**src/rtl/rx_block_sync.sv**
```systemverilog
// rx_block_sync
//   Receive-side 66b block lock state machine for the 64b/66b PCS.
//   Checks the 2-bit sync header of each candidate block from the receive
//   gearbox, declares lock after SH_CNT_MAX consecutive good headers, drops
//   lock when SH_INV_MAX invalid headers land in one window, and requests
//   single-bit slips (followed by SLIP_WAIT discarded headers) until the
//   block boundary is found.
//
// Ports
//   clk     in  1  single clock, posedge
//   nreset  in  1  asynchronous active-low reset
//   valid_i in  1  head_i carries a new candidate header this cycle
//   head_i  in  2  candidate sync header (valid iff 2'b01 or 2'b10)
//   slip_o  out 1  one-cycle registered pulse: shift boundary by one bit
//   lock_o  out 1  registered block-lock indication
module rx_block_sync #(
  parameter int SH_CNT_MAX = 64,
  parameter int SH_INV_MAX = 16,
  parameter int SLIP_WAIT  = 2
) (
  input  logic       clk,
  input  logic       nreset,
  input  logic       valid_i,
  input  logic [1:0] head_i,
  output logic       slip_o,
  output logic       lock_o
);

  localparam int SH_W   = $clog2(SH_CNT_MAX + 1);
  localparam int INV_W  = $clog2(SH_INV_MAX + 1);
  localparam int WAIT_W = (SLIP_WAIT > 0) ? $clog2(SLIP_WAIT + 1) : 1;

  typedef enum logic {
    TEST = 1'b0,
    WAIT = 1'b1
  } state_t;

  state_t              state_q, state_d;
  logic [SH_W-1:0]     sh_cnt_q, sh_cnt_d;
  logic [INV_W-1:0]    inv_cnt_q, inv_cnt_d;
  logic [WAIT_W-1:0]   wait_cnt_q, wait_cnt_d;
  logic                lock_q, lock_d;
  logic                slip_q, slip_d;

  logic                sh_ok;
  logic [SH_W-1:0]     sh_new;
  logic [INV_W-1:0]    inv_new;
  logic [WAIT_W-1:0]   wait_new;

  assign sh_ok    = head_i[1] ^ head_i[0];
  assign sh_new   = sh_cnt_q + SH_W'(1);
  assign inv_new  = inv_cnt_q + INV_W'(!sh_ok);
  assign wait_new = wait_cnt_q + WAIT_W'(1);

  always_ff @(posedge clk or negedge nreset) begin
    if (!nreset) begin
      state_q    <= TEST;
      sh_cnt_q   <= '0;
      inv_cnt_q  <= '0;
      wait_cnt_q <= '0;
      lock_q     <= 1'b0;
      slip_q     <= 1'b0;
    end else begin
      state_q    <= state_d;
      sh_cnt_q   <= sh_cnt_d;
      inv_cnt_q  <= inv_cnt_d;
      wait_cnt_q <= wait_cnt_d;
      lock_q     <= lock_d;
      slip_q     <= slip_d;
    end
  end

  always_comb begin
    state_d    = state_q;
    sh_cnt_d   = sh_cnt_q;
    inv_cnt_d  = inv_cnt_q;
    wait_cnt_d = wait_cnt_q;
    lock_d     = lock_q;
    slip_d     = 1'b0;

    if (valid_i) begin
      unique case (state_q)
        TEST: begin
          // Slip decisions are checked before the window-end test so that a
          // 16th error landing on the last header of a window still unlocks.
          if (!sh_ok && (!lock_q || inv_new == INV_W'(SH_INV_MAX))) begin
            slip_d     = 1'b1;
            lock_d     = 1'b0;
            sh_cnt_d   = '0;
            inv_cnt_d  = '0;
            wait_cnt_d = '0;
            state_d    = (SLIP_WAIT == 0) ? TEST : WAIT;
          end else if (sh_new == SH_W'(SH_CNT_MAX)) begin
            // Clean window acquires lock; a tolerated dirty window (only
            // reachable while locked) simply keeps it.
            lock_d    = 1'b1;
            sh_cnt_d  = '0;
            inv_cnt_d = '0;
          end else begin
            sh_cnt_d  = sh_new;
            inv_cnt_d = inv_new;
          end
        end
        WAIT: begin
          if (wait_new == WAIT_W'(SLIP_WAIT)) begin
            wait_cnt_d = '0;
            state_d    = TEST;
          end else begin
            wait_cnt_d = wait_new;
          end
        end
        default: state_d = TEST;
      endcase
    end
  end

  assign slip_o = slip_q;
  assign lock_o = lock_q;

endmodule

```
**config.mk**
```make
export PLATFORM = sky130hd
export DESIGN_NAME = rx_block_sync
export DESIGN_NICKNAME = d
export VERILOG_FILES = /design/src/rtl/rx_block_sync.sv
export SDC_FILE = /design/constraint.sdc
export NUM_CORES = 1
export LEC_CHECK = 0
export ABC_AREA = 1
export BUFFER_PORTS_ARGS = -buffer_cell sky130_fd_sc_hd__buf_2
export CAP_MARGIN = 5
export CORE_MARGIN = 1
export CORE_UTILIZATION = 35
export DETAILED_ROUTE_END_ITERATION = 8
export GPL_TIMING_DRIVEN = 0
export HOLD_SLACK_MARGIN = 0.06
export MAX_ROUTING_LAYER = met4
export PLACE_DENSITY = 0.51
export SYNTH_ARGS = -nofsm -noshare
export SYNTH_HDL_FRONTEND = slang
export SYNTH_SLANG_ARGS = --single-unit
```
**constraint.sdc**
```tcl
create_clock -name clk -period 4.3 [get_ports clk]
set_input_delay 0 -clock clk [delete_from_list [all_inputs] [get_ports clk]]
set_output_delay 0 -clock clk [all_outputs]
set_load 0.01 [all_outputs]
```
==> flow_summary_export.csv, run 1 <==
group,metric,value,unit
global_routing,overflow,0,
worst_setup_path,cpPeakStageDelay,0.39,ns
synthesis,synth_compound_area_share,8.58,%
placement,gp_congestion,0.751,
synthesis,yosys.area.top_type,"dfrtp_1",
power,leakage,0.000573,uW
power,power_frac_comb,31.2,%
clocking,clock_latency,0.30,ns
synthesis,synth.area.mux_share,0,%
worst_setup_path,crit_type,"flip-flop to flip-flop",
synthesis,synthCells,127,
worst_setup_path,crit_path_start,"inv_cnt_q[0]$_DFFE_PN0P_",
final_layout,multi_input_comb_area,445,um2
worst_setup_path,critical-path-slowest-cell,"dfrtp_1",
synthesis,synth_xor_area_share,2.73,%
synthesis,ys_seq_area_share,44.2,%
worst_setup_path,critPathArrivalTime,2.14,ns
clocking,numCtsBuffers,3,
route,vias_per_cell,4.87,
synthesis,synth_fa_ha_area_share,3.90,%
floorplanning,die_x,54.4,um
synthesis,synth_edf_count,0,
worst_setup_path,r2r_setup_slack,2.36,ns
placement,port_buffers,6,
timing,max_slew_margin,70.3,%
clocking,cts.root.buffer_cell,"clkbuf_4",
synthesis,ys_warn_count,0,
timing,skew,0.00331,ns
timing,tightest_slew,0.445,ns
global_routing,antenna_found_initial,0,
synthesis,ys_ff_latch,17,
clocking,clk_path_buf_depth,2,
floorplanning,die-area,2960,um2
worst_setup_path,r2r_start,"inv_cnt_q[0]$_DFFE_PN0P_",
floorplanning,fp.coreArea,2540,um2
route,wl_per_cell,11.3,um
final_layout,postLayoutCellArea,1080,um2
final_layout,area_delta_synth_final,12.0,%
timing,setup_tns,0,ns
power,switching_share,36.4,%
synthesis,avgSynthCellArea,7.58,um2
placement,dpl_cell_area,1030,um2
synthesis,yosys_most_used_dff,"dfrtp_1",
synthesis,synth_top_family_by_area,"simple AND/OR/NAND/NOR gates",
power,p_int,287,uW
synthesis,synth.net_count,135,
power,vdd_drop_max,0.307,mV
route,drc_errors,0,
hold_path,hold_path.class,"input port to asynchronous set/reset pin",
status,outcome,"finished clean",
global_routing,grt_usage,16.4,%
timing,finalHoldViolCount,0,
clocking,cts_tree,"yes",
placement,dp_hpwl,1380,um
route,postRouteAntennaNets,0,
final_layout,layout.area.seq,425,um2
global_routing,grt_max_degree,18,
synthesis,netlist_top_cells_count,"nand2_1, inv_1, dfrtp_1, nand3_1",
route,wl,1910,um
timing,slew_viol_final,0,
floorplanning,chipHeight,54.4,um
synthesis,yosys.area.top_type_share,44.2,%
clocking,cts_resized,0,
global_routing,grt_pass1_vias,758,
synthesis,yosysUniqueCellTypes,22,
floorplanning,start_util,37.8,%
worst_setup_path,critPathLaunchType,"flip-flop",
final_layout,fillCellCount,283,
route,drt_pass1_iterations,4,
power,powerDensity,419,nW/um2
synthesis,yosysMostFrequentCell,"nand2_1",
worst_setup_path,crit_chain,"ha_1, ha_1, or2_2, nor2_1, nand3_1, nand2_1, nand2_2, buf_6, nand4_1, nand2_1",
floorplanning,std_cell_rows,18,
clocking,cts_hold_buf,2,
clocking,path_clk_slew,0.11,ns
global_routing,grt_pass1_wl,3210,um
route,via_count,823,
synthesis,synth_area_leaders,"dfrtp_1, nand2_1, inv_1",
timing,rsz0062_at_grt,"no",
synthesis,synthSimpleGateAreaFrac,31.1,%
timing,timing.fmax,0.516,GHz
timing,setup_viol,0,
power,power_switching,164,uW
worst_setup_path,required,4.51,ns
worst_setup_path,cp-end-kind,"flip-flop",
final_layout,diodes,0,
final_layout,nNetsFinal,148,
timing,fin_crit_sh,45.1,%
flow_run,max-cap-violations,0,
worst_setup_path,critPathMaxFanout,10,
synthesis,async_flop_share,100,%
timing,min_period,1.94,ns
final_layout,drive_gt1_share,11.5,%
clocking,htree_levels,1,
clocking,clock_sinks,17,
clocking,cts_setup_buffers,0,
worst_setup_path,r2r_end,"inv_cnt_q[2]$_DFFE_PN0P_",
floorplanning,boundaryPins,7,
final_layout,final_core_util,42.3,%
worst_setup_path,r2r_cells,10,
route,initialDrtViolationCount,9,
power,sequentialPowerShare,48.5,%
synthesis,synth_area,962,um2
power,power_frac_clock,20.2,%
flip-flops by register name, indices dropped and copies added, names as in the netlist:
| signal | flops |
|---|---|
| inv_cnt_q | 5 |
| lock_o | 1 |
| sh_cnt_q | 7 |
| slip_o | 1 |
| state_q | 1 |
| wait_cnt_q | 2 |
placed cells by master, fill, tap and decap left out, drive strengths merged:
cell type and count:
nand4 7, o21ai 9, nor2 7, buf 8
o22ai 1, dlygate4sd3 2, nor3 1, clkbuf 4
a21boi 1, ha 3, nand3 13, nand2 40
o21bai 1, inv 19, or2 1, dfrtp 17
a21oi 1, xnor2 1, clkinv 1, xor2 2
power by group through the flow:
stage,Combinational (uW),Clock [uW],Sequential [uW]
finish,141,91.3,219
global route,165,102,223
floorplan,108,0,218
detailed placement,141,0,222
CTS,142,96.0,219
global placement,139,0,222
metrics by stage:
step                      setup WS (ns)  power [uW]  hold slack, ns  cells
final                              2.36         451           0.143    169
after global routing               2.20         491           0.180    169
after CTS                          2.34         457           0.158    169
after detailed placement           2.36         363         -0.0409    163
after global placement             2.35         361         -0.0432    163
after floorplan                    2.49         327          -0.296    127
per-layer routing:
metal	global-route usage, %	wire (um)
met5	-	0
met4	7.26	34
met3	5.83	79
met2	25.6	872
met1	18.9	926
layout make-up:
cell class,instances,share of cell area (%)
Multi-Input combinational cell,88,41.3
Sequential cell,17,39.5
Inverter,19,6.62
Timing Repair Buffer,8,4.65
Tap cell,30,3.48
Clock buffer,3,2.09
Buffer,3,1.86
Clock inverter,1,0.465
kinds of logic after synthesis:
logic type,count (synthesis)
flip-flops,17
buffers and inverters,22
adder cells (fa/ha/maj),3
AND/OR/NAND/NOR,69
XOR/XNOR,3
AO/OA/AOI/OAI,13
worst max path at each step:
stage,to,slack (ns),cells past startpoint
after detailed placement,sh_cnt_q[1]$_DFFE_PN0P_,2.36,10
after global routing,inv_cnt_q[2]$_DFFE_PN0P_,2.20,10
after global placement,sh_cnt_q[1]$_DFFE_PN0P_,2.35,10
after CTS,inv_cnt_q[2]$_DFFE_PN0P_,2.34,10
after floorplan,sh_cnt_q[2]$_DFFE_PN0P_,2.49,10
final,inv_cnt_q[2]$_DFFE_PN0P_,2.36,10
critical path: cells and delay by family, from the launching register on:
kind                       cells  cell delay (ns)
adders and majority gates      2             0.52
buffers and inverters          1             0.17
DFF                            1             0.39
and+or+nand+nor                7             0.75
Note: power is estimated with default switching activity, not from simulation.
==> run 2: changes to the inputs <==
==> constraint.sdc (replaced) <==
create_clock -name clk -period 1.8 [get_ports clk]
set_input_delay 0 -clock clk [delete_from_list [all_inputs] [get_ports clk]]
set_output_delay 0 -clock clk [all_outputs]
set_load 0.01 [all_outputs]
==> flow_summary_export.csv, run 2 (same netlist as run 1, synthesis figures left out) <==
group,metric,value,unit
worst_setup_path,critPathLaunchType,"flip-flop",
worst_setup_path,required,2.00,ns
timing,fin_crit_sh,98.6,%
global_routing,overflow,0,
final_layout,layout_common_cells,"nand2_1, inv_1, dfrtp_1",
floorplanning,boundaryPins,7,
floorplanning,start_util,37.8,%
worst_setup_path,cp-end-kind,"flip-flop",
placement,pre_cts_ws,-0.103,ns
global_routing,grt_pass1_wl,3390,um
clocking,numCtsBuffers,3,
worst_setup_path,crit_type,"flip-flop to flip-flop",
power,p_int,743,uW
clocking,cts.root.buffer_cell,"clkbuf_4",
floorplanning,die-area,2960,um2
floorplanning,fp.coreArea,2540,um2
timing,min_period,1.78,ns
flow_run,max-cap-violations,0,
power,sequentialPowerShare,45.2,%
timing,slew_viol_final,0,
global_routing,gr-max-usage-layer,"met2",
placement,dp_hpwl,1350,um
global_routing,grt_pass1_vias,759,
status,outcome,"finished clean",
final_layout,postLayoutCellArea,1150,um2
global_routing,grtUsageMet3,2.50,%
floorplanning,die_x,54.4,um
timing,tightest_slew,0.463,ns
power,switching_share,36.6,%
route,wl,2040,um
timing,rsz0062_at_grt,"yes",
clocking,clock_latency,0.30,ns
final_layout,nNetsFinal,151,
timing,fin_ws,0.0244,ns
timing,max_slew_margin,69.1,%
power,power_switching,430,uW
timing,setup_viol,0,
global_routing,grt_use_met2,25.4,%
hold_path,hold_path.class,"input port to asynchronous set/reset pin",
timing,timing.fmax,0.563,GHz
placement,gp_congestion,0.701,
clocking,clock_sinks,17,
global_routing,grt_usage,17.1,%
clocking,htree_levels,1,
final_layout,final_common_cell,"nand2_1",
route,via_count,839,
route,postRouteAntennaNets,0,
floorplanning,chipHeight,54.4,um
route,wl_per_cell,11.8,um
floorplanning,std_cell_rows,18,
route,drc_errors,0,
placement,port_buffers,6,
worst_setup_path,critPathArrivalTime,1.97,ns
timing,hold-worst-slack,0.141,ns
global_routing,antenna_found_initial,0,
route,initialDrtViolationCount,7,
global_routing,grt_max_degree,18,
power,powerDensity,1020,nW/um2
final_layout,diodes,0,
clocking,path_clk_slew,0.11,ns
timing,finalHoldViolCount,0,
route,drt_pass1_iterations,4,
timing,skew,0.00747,ns
power,leakage,0.000590,uW
final_layout,drive_gt1_share,19.0,%
final_layout,area_delta_synth_final,19.9,%
global_routing,met1_usage,22.2,%
route,vias_per_cell,4.88,
placement,dpl_cell_area,1030,um2
power,power_frac_clock,18.5,%
final_layout,top_regs,"sh_cnt_q x7, inv_cnt_q x5, wait_cnt_q x2",
worst_setup_path,critPathMaxFanout,6,
final_layout,largest_register,"sh_cnt_q",
clocking,clk_path_buf_depth,2,
clocking,cts_tree,"yes",
power,power_frac_comb,36.3,%
final_layout,final_core_util,45.3,%
power,vdd_drop_max,0.556,mV
final_layout,largest_reg_flops,7,
## run 2: layer usage
layer / wire (um) / up-vias
met2: 932 / 8
met5: 0 / -
met4: 34 / 0
met3: 47 / 4
met1: 1020 / 385
li1: - / 442
## run 2: path summary, 6_finish.rpt
check | startpoint | end | slack (ns) | cells after the start
max in group asynchronous | nreset | sh_cnt_q[2]$_DFFE_PN0P_ | 1.37 | 2
worst max-delay path | inv_cnt_q[0]$_DFFE_PN0P_ | sh_cnt_q[1]$_DFFE_PN0P_ | 0.02 | 10
worst max register to register | inv_cnt_q[0]$_DFFE_PN0P_ | sh_cnt_q[1]$_DFFE_PN0P_ | 0.02 | 10
min in group clk | head_i[1] | lock_o$_DFFE_PN0P_ | 0.19 | 5
worst min register to register | wait_cnt_q[0]$_DFFE_PN0P_ | wait_cnt_q[0]$_DFFE_PN0P_ | 0.49 | 2
worst min-delay path | nreset | inv_cnt_q[4]$_DFFE_PN0P_ | 0.14 | 2
## run 2: area by class of cell
type	instances	area (um2)
inverter	19	71.3
fill	265	1390
clock inverter	1	5.00
buffer	3	20.0
timing repair buffer	11	76.3
tap	30	37.5
sequential	17	425
clock buffer	3	22.5
multi-input combinational	88	495
## run 2: power groups by stage
| stage | combinational [uW] | sequential (uW) | clock, uW |
|---|---|---|---|
| 2_1_floorplan | 260 | 522 | 0 |
| 3_3_place_gp | 333 | 531 | 0 |
| 3_5_place_dp | 338 | 531 | 0 |
| 4_1_cts | 389 | 527 | 230 |
| 5_1_grt | 484 | 539 | 241 |
| 6_report | 425 | 530 | 217 |
## run 2: worst max-delay path: stages (launching register included)
cell and delay, ns:
dfrtp_1 0.40, ha_2 0.21, ha_4 0.21, or2_4 0.23, nor2_4 0.10, nand3_2 0.06
nand2_2 0.08, nand2_4 0.07, buf_6 0.16, nand4_1 0.08, nand2_1 0.06
## run 2: stage by stage
step / setup TNS [ns] / instances / total power, uW
after floorplan: 0 / 127 / 782
after global placement: -0.969 / 163 / 864
after detailed placement: -0.904 / 163 / 868
after CTS: -0.0120 / 171 / 1150
after global routing: -0.406 / 172 / 1260
final: 0 / 172 / 1170
## run 2: repair_timing
action | 4_1_cts | 5_1_grt
setup buffers | 1 | 1
hold buffers | 2 | 0
pin swaps | 5 | 6
resized for setup | 5 | 8
endpoints found under the setup margin | 16 | 15
endpoints found under the hold margin | 19 | 0
cloned | 1 | 0
==> run 3: changes to the inputs <==
--- a/config.mk
+++ b/config.mk
@@ -15,6 +15,7 @@
 export HOLD_SLACK_MARGIN = 0.06
 export MAX_ROUTING_LAYER = met4
 export PLACE_DENSITY = 0.51
+export RECOVER_POWER = 100
 export SYNTH_ARGS = -nofsm -noshare
 export SYNTH_HDL_FRONTEND = slang
 export SYNTH_SLANG_ARGS = --single-unit
==> flow_summary_export.csv, run 3 (same netlist as run 1, synthesis figures left out) <==
group,metric,value,unit
timing,finalHoldViolCount,0,
final_layout,multi_input_comb_area,495,um2
flow_run,max-cap-violations,0,
worst_setup_path,cp-end-kind,"flip-flop",
power,power_switching,430,uW
route,vias_per_cell,4.88,
power,leakage,0.000579,uW
route,wl_met2,932,um
final_layout,diodes,0,
route,drt_pass1_iterations,4,
power,sequentialPowerShare,45.2,%
timing,hold-worst-slack,0.187,ns
final_layout,final_common_cell,"nand2_1",
route,initialDrtViolationCount,10,
final_layout,largest_reg_flops,7,
route,via_count,839,
final_layout,top_regs,"sh_cnt_q x7, inv_cnt_q x5, wait_cnt_q x2",
worst_setup_path,critical-path-slowest-cell,"dfrtp_1",
timing,tightest_slew,0.943,ns
power,powerDensity,1020,nW/um2
timing,timing.fmax,0.563,GHz
worst_setup_path,crit_path_start,"inv_cnt_q[0]$_DFFE_PN0P_",
floorplanning,start_util,37.8,%
power,p_total,1170,uW
timing,max_slew_margin,37.1,%
timing,rsz0062_at_grt,"yes",
timing,setup_viol,0,
route,wl_per_cell,11.8,um
timing,min_period,1.78,ns
global_routing,overflow,0,
timing,skew,0.00763,ns
final_layout,final_core_util,45.2,%
timing,fin_crit_sh,98.6,%
floorplanning,die-area,2960,um2
final_layout,drive_gt1_share,16.9,%
worst_setup_path,cp_top_family,"simple AND/OR/NAND/NOR gates",
placement,dp_cells,163,
worst_setup_path,cpPeakStageDelay,0.40,ns
final_layout,area_delta_synth_final,19.5,%
worst_setup_path,required,2.00,ns
power,power_frac_clock,18.6,%
final_layout,stdcell_count,172,
status,outcome,"finished clean",
power,power_frac_comb,36.2,%
placement,gp_congestion,0.701,
global_routing,grt_pass1_wl,3390,um
placement,port_buffers,6,
placement,dp_hpwl,1350,um
clocking,cts_tree,"yes",
timing,slew_viol_final,0,
route,postRouteAntennaNets,0,
route,wl,2020,um
worst_setup_path,critPathMaxFanout,6,
clocking,path_clk_slew,0.11,ns
worst_setup_path,r2r_start,"inv_cnt_q[0]$_DFFE_PN0P_",
global_routing,antenna_found_initial,0,
final_layout,fillCellCount,265,
final_layout,nNetsFinal,151,
route,wl_met3,57,um
clocking,clk_path_buf_depth,2,
hold_path,hold_path.class,"input port to flip-flop",
route,highest_layer,"met4",
global_routing,grt_pass1_vias,759,
clocking,clock_sinks,17,
global_routing,grt_usage,17.1,%
final_layout,postLayoutCellArea,1150,um2
final_layout,largest_register,"sh_cnt_q",
route,drc_errors,0,
clocking,clock_latency,0.30,ns
worst_setup_path,crit_type,"flip-flop to flip-flop",
worst_setup_path,critPathBufInv,1,
final_layout,layout_common_cells,"nand2_1, inv_1, dfrtp_1",
placement,dpl_cell_area,1030,um2
worst_setup_path,critPathLaunchType,"flip-flop",
hold_path,hp-start,"head_i[1]",
worst_setup_path,critPathArrivalTime,1.97,ns
clocking,htree_levels,1,
clocking,numCtsBuffers,3,
power,vdd_drop_max,0.557,mV
floorplanning,chipHeight,54.4,um
final_layout,layout.area.seq,425,um2
floorplanning,std_cell_rows,18,
floorplanning,die_x,54.4,um
clocking,cts.root.buffer_cell,"clkbuf_4",
global_routing,grt_max_degree,18,
worst_setup_path,crit_chain,"ha_2, ha_4, or2_4, nor2_4, nand3_2, nand2_2, nand2_4, buf_6, nand4_1, nand2_1",
power,p_int,741,uW
route,m1WireLength,998,um
floorplanning,boundaryPins,7,
power,switching_share,36.7,%
floorplanning,fp.coreArea,2540,um2
==> run 3: changes by cell type in the layout (fill, tap and decap cells not counted) <==
cell / previous run / this run
buf_2: 7 / 4
clkbuf_1: 1 / 4
==> run 3: per-stage QoR <==
step / setup TNS, ns / worst slack [ns]
detailed placement: -0.904 / -0.103
global route: -0.406 / -0.0598
floorplan: 0 / 0.0179
CTS: -0.0120 / -0.0120
global placement: -0.969 / -0.113
finish: 0 / 0.0243
==> run 3: cell type report <==
| type | count | area share, % |
|---|---|---|
| flip-flops and latches | 17 | 37.0 |
| clock buffers | 3 | 1.96 |
| clock inverters | 1 | 0.435 |
| plain buffers | 3 | 1.74 |
| multi-input cells | 88 | 43.1 |
| inverters | 19 | 6.20 |
| repair buffers | 11 | 6.31 |
| well taps | 30 | 3.26 |
==> run 3: worst min-delay path, delay by kind of cell <==
kind,cells,cell delay (ns)
buffers and inverters,2,0.13
XOR/XNOR,1,0.11
AND/OR/NAND/NOR,1,0.13
AO/OA/AOI/OAI,1,0.09
==> run 3: routing by layer <==
metal,global-route usage (%),vias to the layer above
li1,-,442
met1,22.2,383
met2,25.4,10
met3,2.50,4
met4,8.97,0
met5,-,-
==> run 3: what timing repair did <==
action                                  in CTS  in global routing
resized for setup                            5                  8
endpoints found under the setup margin      16                 15
hold endpoints to repair                    19                  0
hold buffers                                 2                  0
gates cloned                                 1                  0
buffers inserted                             1                  1
pin swaps                                    5                  6
==> run 3: final timing paths <==
kind | to | slack, ns | cells past startpoint
worst max-delay path | sh_cnt_q[1]$_DFFE_PN0P_ | 0.02 | 10
max in group asynchronous | sh_cnt_q[2]$_DFFE_PN0P_ | 0.88 | 2
min in group asynchronous | inv_cnt_q[4]$_DFFE_PN0P_ | 0.35 | 2
worst min-delay path | lock_o$_DFFE_PN0P_ | 0.19 | 5
worst max register to register | sh_cnt_q[1]$_DFFE_PN0P_ | 0.02 | 10
worst min register to register | wait_cnt_q[0]$_DFFE_PN0P_ | 0.49 | 2
==> run 3: power by group through the flow <==
stage               Clock, uW  Sequential, uW  Combinational (uW)
floorplan                   0             522                 260
global placement            0             531                 333
detailed placement          0             531                 338
CTS                       230             527                 389
global route              241             539                 483
finish                    218             530                 424
